<file path="src/rtl/hankel_pkg.sv">
// Shared definitions for the Hankel-matrix read sequencer: FSM encoding and index width.
package hankel_pkg;

  localparam int IDX_W = 8;

  typedef enum logic [1:0] {
    IDLE  = 2'd0,
    RUN   = 2'd1,
    DRAIN = 2'd2
  } state_e;

endpackage

</file>
<file path="src/rtl/hankel_skid_fifo.sv">
// Two-entry output buffer: head entry drives the stream, second entry absorbs one stalled beat.
module hankel_skid_fifo #(
  parameter int DATA_W = 16
) (
  input  logic              clk,
  input  logic              rst,
  input  logic              flush,
  input  logic              push,
  input  logic [DATA_W-1:0] push_data,
  input  logic              pop,
  output logic              out_valid,
  output logic [DATA_W-1:0] out_data,
  output logic [1:0]        count
);

  logic [DATA_W-1:0] e0_q, e0_d;
  logic [DATA_W-1:0] e1_q, e1_d;
  logic [1:0]        cnt_q, cnt_d;
  logic              pop_ok;

  assign pop_ok = pop && (cnt_q != 2'd0);

  // Upstream credit check guarantees no push lands on a full buffer without a pop.
  always_comb begin
    e0_d  = e0_q;
    e1_d  = e1_q;
    cnt_d = cnt_q;
    if (flush) begin
      cnt_d = 2'd0;
    end else begin
      case ({push, pop_ok})
        2'b10: begin
          if (cnt_q == 2'd0) e0_d = push_data;
          else               e1_d = push_data;
          cnt_d = cnt_q + 2'd1;
        end
        2'b01: begin
          e0_d  = e1_q;
          cnt_d = cnt_q - 2'd1;
        end
        2'b11: begin
          if (cnt_q == 2'd1) begin
            e0_d = push_data;
          end else begin
            e0_d = e1_q;
            e1_d = push_data;
          end
        end
        default: ;
      endcase
    end
  end

  always_ff @(posedge clk or posedge rst) begin
    if (rst) begin
      e0_q  <= '0;
      e1_q  <= '0;
      cnt_q <= 2'd0;
    end else begin
      e0_q  <= e0_d;
      e1_q  <= e1_d;
      cnt_q <= cnt_d;
    end
  end

  assign out_valid = (cnt_q != 2'd0);
  assign out_data  = e0_q;
  assign count     = cnt_q;

endmodule

</file>
<file path="src/rtl/hankel_seq.sv">
// Streams a ROW x COL Hankel matrix (element (r,c) = sample[r+c]) from a 1-cycle-latency memory.
// Optional HANKEL_SEQ_ABORT_EN adds an abort input that cancels a pass in progress.
import hankel_pkg::*;

module hankel_seq #(
  parameter int N     = 15,
  parameter int ROW   = (N + 1) / 2,
  parameter int COL   = ROW,
  parameter int WIDTH = 16,
  parameter int ADDR  = 8
) (
  input  logic             clk,
  input  logic             rst,
  input  logic             start,
`ifdef HANKEL_SEQ_ABORT_EN
  input  logic             abort,
`endif
  output logic             busy,
  output logic             done,
  output logic             mem_rd,
  output logic [ADDR-1:0]  mem_addr,
  input  logic [WIDTH-1:0] mem_data,
  output logic             m_valid,
  input  logic             m_ready,
  output logic [WIDTH-1:0] m_data,
  output logic [IDX_W-1:0] m_row,
  output logic [IDX_W-1:0] m_col,
  output logic             m_last
);

  localparam int PW = 1 + 2 * IDX_W + WIDTH;

  if ((ROW + COL - 2) >= (2 ** ADDR) || ROW > 255 || COL > 255) begin : g_param_err
    $error("hankel_seq: ROW/COL out of range for ADDR or index width");
  end

  state_e           state_q, state_d;
  logic [IDX_W-1:0] rd_r_q, rd_r_d;
  logic [IDX_W-1:0] rd_c_q, rd_c_d;
  logic             inf_q, inf_d;
  logic [IDX_W-1:0] inf_r_q, inf_r_d;
  logic [IDX_W-1:0] inf_c_q, inf_c_d;
  logic             inf_last_q, inf_last_d;
  logic             done_q, done_d;

  logic             fire;
  logic             rd_last;
  logic             kill;
  logic [1:0]       fifo_cnt;
  logic [1:0]       occ;
  logic [IDX_W:0]   addr_sum;
  logic [PW-1:0]    head;

`ifdef HANKEL_SEQ_ABORT_EN
  assign kill = abort && (state_q != IDLE);
`else
  assign kill = 1'b0;
`endif

  assign fire    = m_valid && m_ready;
  assign rd_last = (rd_r_q == IDX_W'(ROW - 1)) && (rd_c_q == IDX_W'(COL - 1));
  // Credit counts the slot freed by this cycle's transfer so a full-rate stream never stalls.
  assign occ     = fifo_cnt - {1'b0, fire} + {1'b0, inf_q};

  // Next-state logic
  always_comb begin
    state_d = state_q;
    case (state_q)
      IDLE:    if (start) state_d = RUN;
      RUN:     if (mem_rd && rd_last) state_d = DRAIN;
      DRAIN:   if (fire && m_last) state_d = IDLE;
      default: state_d = IDLE;
    endcase
    if (kill) state_d = IDLE;
  end

  // Outputs and read-side datapath
  always_comb begin
    busy       = (state_q != IDLE);
    mem_rd     = (state_q == RUN) && (occ < 2'd2) && !kill;
    addr_sum   = {1'b0, rd_r_q} + {1'b0, rd_c_q};
    mem_addr   = mem_rd ? ADDR'(addr_sum) : '0;
    done_d     = (state_q == DRAIN) && fire && m_last && !kill;

    rd_r_d     = rd_r_q;
    rd_c_d     = rd_c_q;
    if (state_q == IDLE) begin
      rd_r_d = '0;
      rd_c_d = '0;
    end else if (mem_rd) begin
      if (rd_c_q == IDX_W'(COL - 1)) begin
        rd_c_d = '0;
        rd_r_d = rd_r_q + IDX_W'(1);
      end else begin
        rd_c_d = rd_c_q + IDX_W'(1);
      end
    end

    inf_d      = mem_rd;
    inf_r_d    = mem_rd ? rd_r_q  : inf_r_q;
    inf_c_d    = mem_rd ? rd_c_q  : inf_c_q;
    inf_last_d = mem_rd ? rd_last : inf_last_q;
  end

  // State and control registers
  always_ff @(posedge clk or posedge rst) begin
    if (rst) begin
      state_q    <= IDLE;
      rd_r_q     <= '0;
      rd_c_q     <= '0;
      inf_q      <= 1'b0;
      inf_r_q    <= '0;
      inf_c_q    <= '0;
      inf_last_q <= 1'b0;
      done_q     <= 1'b0;
    end else begin
      state_q    <= state_d;
      rd_r_q     <= rd_r_d;
      rd_c_q     <= rd_c_d;
      inf_q      <= inf_d;
      inf_r_q    <= inf_r_d;
      inf_c_q    <= inf_c_d;
      inf_last_q <= inf_last_d;
      done_q     <= done_d;
    end
  end

  assign done = done_q;

  // Returning read data is tagged with the indices captured when it was issued.
  hankel_skid_fifo #(
    .DATA_W (PW)
  ) u_buf (
    .clk       (clk),
    .rst       (rst),
    .flush     (kill),
    .push      (inf_q && !kill),
    .push_data ({inf_last_q, inf_r_q, inf_c_q, mem_data}),
    .pop       (m_ready),
    .out_valid (m_valid),
    .out_data  (head),
    .count     (fifo_cnt)
  );

  assign m_data = head[WIDTH-1:0];
  assign m_col  = head[WIDTH +: IDX_W];
  assign m_row  = head[WIDTH+IDX_W +: IDX_W];
  assign m_last = head[PW-1];

endmodule

</file>
<file path="config.mk">
export PLATFORM = sky130hd
export DESIGN_NAME = hankel_seq
export DESIGN_NICKNAME = d
export VERILOG_FILES = /design/src/rtl/hankel_pkg.sv /design/src/rtl/hankel_skid_fifo.sv /design/src/rtl/hankel_seq.sv
export SDC_FILE = /design/constraint.sdc
export NUM_CORES = 1
export LEC_CHECK = 0
export ABC_CLOCK_PERIOD_IN_PS = 3000
export BUFFER_PORTS_ARGS = -buffer_cell sky130_fd_sc_hd__buf_2
export CAP_MARGIN = 20
export CORE_MARGIN = 8
export CORE_UTILIZATION = 50
export CTS_CLUSTER_DIAMETER = 150
export DETAILED_ROUTE_END_ITERATION = 7
export GPL_TIMING_DRIVEN = 0
export PLACE_DENSITY_LB_ADDON = 0.05
export SYNTH_ARGS = -nofsm -noshare
export SYNTH_HDL_FRONTEND = slang
export SYNTH_HIERARCHICAL = 1
export SYNTH_SLANG_ARGS = --single-unit
</file>
<file path="constraint.sdc">
create_clock -name clk -period 3 [get_ports clk]
set_input_delay 0.6 -clock clk [delete_from_list [all_inputs] [get_ports clk]]
set_output_delay 0.6 -clock clk [all_outputs]
set_load 0.02 [all_outputs]
</file>
Word-level counts from Yosys, hierarchy flattened
Cells that the tools add are included.
Widths: inputs -> output; s select.
- register bits: 105
- latch bits: 0
- memory bits (writable): 0
- memory bits (read-only): 0
- bits of input ports: 20
- output and inout port bits: 45
- word-level logic and storage cells: 71
- memories: 0
- add/subtract/negate cells: 7
- multiply operators: 0
- div/mod/pow operators: 0
- $lt $le $gt $ge: 1
- equality and inequality tests: 14
- shifts and indexed selects: 0
- multiplexer cells: 18
- bitwise operators: 0
- reduce and logical (&&, ||, !) cells: 20
- operators with widths (operator ; number):
    $mux 33 ; 4
    $pmux 33 s3 ; 1
    $pmux 33 s2 ; 1
    $mux 8 ; 7
    $add 8x1->8 const B ; 2
    $eq 8x3->1 const B ; 2
    $reduce_bool 2->1 ; 6
    $ne 2x2->1 const B ; 5
    $add 8x8->8 ; 1
    $logic_and 1x1->1 ; 7
    $eq 2x1->1 const B ; 3
    $eq 2x2->1 const B ; 3
    $mux 2 ; 3
    $pmux 2 s3 ; 1
    $reduce_and 3->1 ; 2
    $logic_not 2->1 ; 2
    $pmux 2 s2 ; 1
    $reduce_and 2->1 ; 2
    $reduce_bool 3->1 ; 1
    $add 2x1->2 ; 1
    $add 2x1->2 const B ; 1
    $lt 2x2->1 const B ; 1
    $ne 2x1->1 const B ; 1
    $sub 2x1->2 ; 1
    $sub 2x1->2 const B ; 1

Depth between registers and ports, before layout
Gate-level depths: netlist (run 1).
- depth after elaboration: 9
- gate-level depth with buffers: 10
- mapped depth without buffers: 10

By module
Netlist (run 1), hierarchy kept.
- by module, submodules not included (module ; times used ; cells an instance ; area each (um^2) ; seq. area each (um^2)):
    hankel_skid_fifo ; 1 ; 282 ; 3266.9 ; 1701.6
    hankel_seq ; 1 ; 215 ; 2234.6 ; 925.9

Least setup slack after synthesis (run 1)
Ideal clock, no wire load.
- kind: register -> output
- from: register u_buf.cnt_q[1] (netlist: u_buf/count[1])
- to: output mem_addr[3]
- data arrival time: 2.778 ns
- required time: 2.400 ns
- path slack: -0.378 ns
- stages on the path, launching flop included: 11
- path buffers: 1
- path through: dfrtp_1 -> inv_1 -> ha_1 -> inv_1 -> and2_1 -> ha_1 -> and2b_1 -> xor2_2 -> nand2_4 -> buf_6 -> nor3_1
- cells in the longest elaborated chain, start to end: 7
- ends and longest elaborated chain (item ; RTL line ; RTL):
    start, declared ; hankel_skid_fifo.sv:18 ; logic [1:0] cnt_q, cnt_d;
    start signal, assigned ; hankel_skid_fifo.sv:62 ; cnt_q <= cnt_d;
    $reduce_bool 2->1 ; hankel_skid_fifo.sv:66 ; assign out_valid = (cnt_q != 2'd0);
    net m_valid ; hankel_seq.sv:23 ; output logic m_valid,
    $logic_and 1x1->1 ; hankel_seq.sv:60 ; assign fire = m_valid && m_ready;
    $sub 2x1->2 ; hankel_seq.sv:63 ; assign occ = fifo_cnt - {1'b0, fire} + {1'b0, inf_q};
    $add 2x1->2 ; hankel_seq.sv:63 ;
    $lt 2x2->1 ; hankel_seq.sv:80 ; mem_rd = (state_q == RUN) && (occ < 2'd2) && !kill;
    $logic_and 1x1->1 ; hankel_seq.sv:80 ;
    $mux 8 ; hankel_seq.sv:82 ; mem_addr = mem_rd ? ADDR'(addr_sum) : '0;
    end, declared ; hankel_seq.sv:21 ; output logic [ADDR-1:0] mem_addr,
The timed path passes the listed nets, and every way through them passes these cells.

Final worst setup path (run 1)
- from: register u_buf.cnt_q[1] (netlist: u_buf/count[1])
- to: output mem_addr[1]
- cells in the longest elaborated chain, start to end: 7
- ends and longest elaborated chain (item ; RTL line):
    $reduce_bool 2->1 ; hankel_skid_fifo.sv:66
    $logic_and 1x1->1 ; hankel_seq.sv:60
    $sub 2x1->2 * ; hankel_seq.sv:63
    $add 2x1->2 * ; hankel_seq.sv:63
    $lt 2x2->1 * ; hankel_seq.sv:80
    $logic_and 1x1->1 * ; hankel_seq.sv:80
    $mux 8 * ; hankel_seq.sv:82
Every way passes the cells marked *; elsewhere a longest branch is shown, timed or not.

==> impl_metrics.ini, run 1 <==
[final_layout]
filler_cell_count = 888
antennaDiodeCount = 0
fin_area_um2 = 6678
area_growth_syn_to_layout_pct = 21.38
final_nets = 630
drive_above_1_share_pct = 38.04

[logic_synthesis]
ys_seq_elements = 105
synth_top_area_share_pct = 47.76
yosys.area.top_type = dfrtp_1
syn_area_um2 = 5502
synthArstFlopShare_pct = 100.0
synth_edf_count = 0
ys_seq_area_share_pct = 47.76
synth_ff_type = dfrtp_1
netlist_instances = 497
syn-mean-instance-area_um2 = 11.07
netlist_top_cells_area = dfrtp_1 (48%), a31oi_2 (6.8%), mux2_2 (6.8%)
ys_types = 59
ys_warn_count = 6

[placed_design]
dp_hpwl_um = 9703
io_buffers = 64
gp_congestion = 0.8953
placed_cell_area_um2 = 6113

[timing]
fin_ws_ns = -0.1443
worst_pin_slew_ns = 0.8482
min_period_ns = 3.144
relSlewSlack_pct = 43.45
rsz0062_at_grt = yes
max_freq_mhz = 318.0
hold_viol = 0
maxSlewViolCount = 0
finClkSkew_ns = 0.01193
fin_crit_sh_pct = 104.8
setup_viol = 9

[route]
vias = 4435
drtAntennaViolNets = 0
drt_iter0_drc = 282
wl_per_cell_um = 18.79
viasPerCell = 5.977
drt_pass1_iterations = 5
drc_errors = 0
finalWirelength_um = 13940

[pwr]
power_frac_comb_pct = 59.1
peakVddDrop_v = 0.0007184
p_seq_share_pct = 30.5
switching_power_w = 0.003451
p_leak_nw = 2.869
powerDensity_nw_per_um2 = 1185
sw_frac_of_total_pct = 43.61
power.total_w = 0.007913
p_int_w = 0.004462
pwr-share-clk_pct = 10.4

[run]
drv_cap = 0

[cts]
cts_buffers = 9
clock_sinks = 105
clock_latency_ns = 0.37
clockBufferDepth = 2
cts_tree = yes
path_clk_slew_ns = 0.10
root_buffer = clkbuf_8
hold_buffers = 0
cts_max_level = 3

[critical_path]
worstPathMaxFanout = 5
cpPeakStageDelay_ns = 0.42
path_cells = inv_2 > ha_4 > inv_4 > and2_4 > ha_4 > and2b_4 > xor2_4 > buf_8 > buf_6 > and3_4 > buf_6
critical_path_buf_inv_count = 5
critPathSlowestCell = dfrtp_2
cp.required_ns = 2.40
cpLargestDelayFamily = simple AND/OR/NAND/NOR gates
critical_path_class = reg2out
arrival_ns = 2.54
startpoint_type = flip-flop
critPathCaptureType = primary output

[global_routing]
grt_max_degree = 69
antenna_found_initial = 0
grt_pass1_vias = 4545
grtUsageTotal_pct = 19.64
grt_pass1_wl_um = 23220
overflow = 0

[floorplan]
die-area_um2 = 14620
start_util_pct = 50.97
io-pin-count = 65
std_cell_rows = 38
die_h_um = 120.9
die_w_um = 120.9
coreArea_um2 = 10790

[run_status]
violations = negative setup slack
status = finished with violations

[hold_path]
hold_path_class = in2async
==> state kept, by name (all words and copies together), names as in the netlist <==
name,flops
u_buf/count,2
inf_q,1
inf_r_q,8
done,1
rd_c_q,8
u_buf/e1_q,33
inf_c_q,8
state_q,2
rd_r_q,8
u_buf/out_data,33
inf_last_q,1
==> worst register-to-register path: cells and delay by family, from the launching register on <==
kind          cells  cell delay (ns)
simple gates      3             0.59
buf+inv           5             0.57
flops             1             0.42
fa+ha+maj         2             0.35
mux               1             0.30
xor+xnor          1             0.26
==> cells by family (layout without fill, tap and decap cells) <==
group	Yosys count	count (layout)	share of synthesized area (%)
adders and majority gates	14	14	3.298
DFF	105	105	47.76
xor gates and xnor gates	7	7	1.592
and+or+nand+nor	122	122	12.78
muxes	57	57	11.71
buffers and inverters	48	151	4.275
other	1	3	0.06816
AOI/OAI and AO/OA	143	143	18.51
==> area by class of cell <==
class | count | area (µm²) | share of cell area (%)
Buffer | 34 | 203.9 | 3.054
Clock buffer | 9 | 123.9 | 1.855
Clock inverter | 7 | 53.80 | 0.8057
Inverter | 14 | 65.06 | 0.9743
Multi-Input combinational cell | 346 | 2848 | 42.65
Sequential cell | 105 | 2631 | 39.40
Tap cell | 140 | 175.2 | 2.623
Timing Repair Buffer | 87 | 576.8 | 8.638
==> layer usage <==
metal	up-vias	routed length (µm)	global-route usage, %
met5	-	0	0
met2	116	6999	33.44
met4	0	246	6.401
met3	19	714	3.211
met1	2243	5983	24.90
li1	2057	-	-
==> timing repair <==
item / 4_1_cts / 5_1_grt
buffers inserted: 17 / 5
gates resized for setup: 50 / 7
setup endpoints to repair: 9 / 9
pin swaps: 8 / 3
gates cloned: 0 / 0
==> cells in the mapped netlist (7+ instances only) <==
cell	count
mux2i_1	10
dfrtp_1	105
nor2_1	10
nand3_1	43
o21ai_0	33
a21oi_1	42
a31oi_2	30
or3_1	7
buf_2	8
inv_1	12
ha_1	12
mux2_1	10
mux2_2	33
nand2_1	13
nand4_1	8
o21ai_1	10
clkbuf_1	18
==> final timing paths <==
check	startpoint	end	slack (ns)	cells past startpoint
worst max-delay path	u_buf/count[1]	mem_addr[1]	-0.14	11
worst max register to register	u_buf/count[1]	inf_c_q[5]	0.40	12
worst min register to register	u_buf/e1_q[3]	u_buf/e1_q[3]	0.52	1
min in group clk	mem_data[3]	u_buf/e1_q[3]	0.46	2
worst min-delay path	rst	done	0.32	2
max in group asynchronous	rst	u_buf/out_data[18]	2.03	2
==> per-stage QoR <==
step                      hold slack [ns]  utilization [%]  TNS (ns)  std cells  worst slack (ns)
after global placement             0.4862            56.36    -15.95        703           -0.2660
after floorplan                    0.4616                -         0        499           0.01706
final                              0.3215            61.87   -0.9592        742           -0.1443
after global routing               0.3774            61.87    -1.749        742           -0.2299
after CTS                          0.3256            61.37    -1.242        737           -0.1905
after detailed placement           0.4931            56.64    -1.792        704           -0.2771
==> power groups by stage <==
| stage | sequential (W) | clock, W | combinational [W] |
|---|---|---|---|
| 6_report | 0.00241 | 0.000826 | 0.00467 |
| 5_1_grt | 0.00249 | 0.000897 | 0.00504 |
| 4_1_cts | 0.00242 | 0.000852 | 0.00456 |
| 3_5_place_dp | 0.00246 | 0 | 0.00373 |
| 3_3_place_gp | 0.00243 | 0 | 0.00367 |
| 2_1_floorplan | 0.00260 | 0 | 0.00253 |
==> layout by cell type, fill, tap and decap left out, drive strengths merged, types with 2 or more instances in the layout <==
| master | instances |
|---|---|
| o21ai | 43 |
| nand4b | 2 |
| inv | 17 |
| or4 | 4 |
| clkinvlp | 2 |
| nor3 | 6 |
| o21bai | 2 |
| and2 | 4 |
| clkbuf | 26 |
| nand4 | 9 |
| and3 | 5 |
| nor4b | 2 |
| o211ai | 2 |
| or3 | 7 |
| nand3 | 43 |
| o21a | 2 |
| o31ai | 6 |
| a31o | 2 |
| a21oi | 42 |
| xnor2 | 5 |
| xor2 | 2 |
| mux2i | 10 |
| nor2 | 10 |
| clkinv | 2 |
| nand2b | 6 |
| a31oi | 33 |
| ha | 12 |
| nand2 | 15 |
| dfrtp | 105 |
| a211oi | 4 |
| nor4 | 4 |
| mux2 | 47 |
| a21o | 3 |
| buf | 104 |
| conb | 3 |
Note: power is estimated with default switching activity, not from simulation.
==> run 2: changes to the inputs <==
==> constraint.sdc (replaced) <==
create_clock -name clk -period 3 [get_ports clk]
set_input_delay 0.3 -clock clk [delete_from_list [all_inputs] [get_ports clk]]
set_output_delay 0.3 -clock clk [all_outputs]
set_load 0.02 [all_outputs]
==> run 2 against run 1 <==
Net effect:
- the flow now finishes without violations
- non-clock buffer count is 11 lower
- utilization is 1.8 points lower
- combinational power is 11% lower
- register-to-register slack better by 0.04 ns
- routed wire length is 2.8% lower
- clock skew hardly changed
- critical path depth stayed put
- largest power group unchanged
==> impl_metrics.ini, run 2 (synthesis gave the netlist of run 1 again) <==
[run_status]
status = finished, final reports clean

[floorplan]
die_w_um = 120.9
die-area_um2 = 14620
start_util_pct = 50.97
std_cell_rows = 38
coreArea_um2 = 10790
die_h_um = 120.9
io-pin-count = 65

[critical_path]
critPathCaptureType = primary output
cpMostUsedCell = ha_4
ff2ff_setup_slack_ns = 0.44
critical_path_buf_inv_count = 4
timing.rr.end = inf_r_q[5]
cpPeakStageDelay_ns = 0.42
worstPathMaxFanout = 7
arrival_ns = 2.62
regToRegStartpoint = u_buf/count[1]
path_cells = inv_2 > ha_4 > inv_4 > and2_4 > ha_4 > and2b_4 > xor2_4 > buf_8 > nand3_2 > mux2i_2 > buf_4
critPathSlowestCell = dfrtp_2
rr_worst_depth = 11
cp.required_ns = 2.70
critical_path_class = reg2out
cpLargestDelayFamily = simple AND/OR/NAND/NOR gates
startpoint_type = flip-flop

[placed_design]
gp_congestion = 0.8622
io_buffers = 64
dp_hpwl_um = 9448
place_ws_ns = -0.2799

[timing]
max_freq_mhz = 342.6
hold_viol = 0
finClkSkew_ns = 0.01178
fin_crit_sh_pct = 97.28
fin_ws_ns = 0.08146
hold_slack_ns = 0.07224
worst_pin_slew_ns = 0.8659
setup_viol = 0
min_period_ns = 2.919
rsz0062_at_grt = yes
maxSlewViolCount = 0
relSlewSlack_pct = 42.28

[global_routing]
antenna_found_initial = 0
grtUsageTotal_pct = 19.15
grt_pass1_wl_um = 22440
grt_max_degree = 69
overflow = 0
grt_pass1_vias = 4323

[cts]
clock_latency_ns = 0.37
cts_max_level = 3
path_clk_slew_ns = 0.09
clock_sinks = 105
cts_tree = yes
cts_buffers = 9
root_buffer = clkbuf_8
clockBufferDepth = 2

[route]
drt_pass1_iterations = 4
vias = 4230
drt_iter0_drc = 243
wl_per_cell_um = 18.55
viasPerCell = 5.787
drtAntennaViolNets = 0
finalWirelength_um = 13560
drc_errors = 0

[final_layout]
utilization_pct = 60.11
final_nets = 619
drive_above_1_share_pct = 35.03
area_growth_syn_to_layout_pct = 17.92
antennaDiodeCount = 0
mostFrequentLayoutCells = dfrtp_1 (104), buf_2 (66), a21oi_1 (42), nand3_1 (40)
filler_cell_count = 901
final_common_cell = dfrtp_1

[pwr]
peakVddDrop_v = 0.0007499
p_leak_nw = 2.812
powerDensity_nw_per_um2 = 1166

[run]
drv_cap = 0

[hold_path]
hold_path_class = in2async
-- run 2: area by class of cell --
cell class | count | area, µm² | share of cell area [%]
Timing Repair Buffer | 76 | 441.7 | 6.808
Multi-Input combinational cell | 346 | 2754 | 42.45
Clock inverter | 4 | 75.07 | 1.157
Buffer | 34 | 197.7 | 3.047
Inverter | 14 | 60.06 | 0.9257
Clock buffer | 12 | 155.1 | 2.392
Sequential cell | 105 | 2629 | 40.52
Tap cell | 140 | 175.2 | 2.700
-- run 2: per-stage QoR --
step,total power [W],instance area [µm²],instances,TNS (ns)
2_1_floorplan,0.005003,5520,499,-0.1568
3_3_place_gp,0.005935,6016,703,-1.173
3_5_place_dp,0.006033,6018,703,-1.510
4_1_cts,0.007396,6394,729,0
5_1_grt,0.008070,6487,731,-0.09690
6_report,0.007567,6487,731,0
-- run 2: what timing repair did --
item | in CTS | in global routing
hold buffers | 0 | 0
endpoints found under the setup margin | 9 | 9
pin swaps | 1 | 5
resized for setup | 19 | 15
setup buffers | 10 | 2
hold endpoints to repair | 0 | 0
-- run 2: report_power, final --
group	leakage (nW)	switching, W	total [W]	internal (W)
sequential	1.31	0.000445	0.00243	0.00198
clock	0.109	0.000484	0.00100	0.000516
combinational	1.40	0.00233	0.00414	0.00181
-- run 2: worst max-delay path by stage --
stage                   start     endpoint  cells after the start  slack, ns
6_report       u_buf/count[1]  mem_addr[6]                     11       0.08
5_1_grt        u_buf/count[1]  mem_addr[5]                     11      -0.03
4_1_cts        u_buf/count[1]  mem_addr[5]                     11       0.01
3_5_place_dp   u_buf/count[1]  mem_addr[5]                     11      -0.28
3_3_place_gp   u_buf/count[1]  mem_addr[7]                     11      -0.22
2_1_floorplan  u_buf/count[1]  mem_addr[3]                     10      -0.08
-- run 2: routing by layer --
metal / vias to the layer above / global-route usage [%] / share of wire (%)
li1: 2018 / - / -
met1: 2092 / 24.19 / 44
met2: 101 / 32.09 / 49
met3: 19 / 3.071 / 4.6
met4: 0 / 7.728 / 1.6
met5: - / 0 / 0
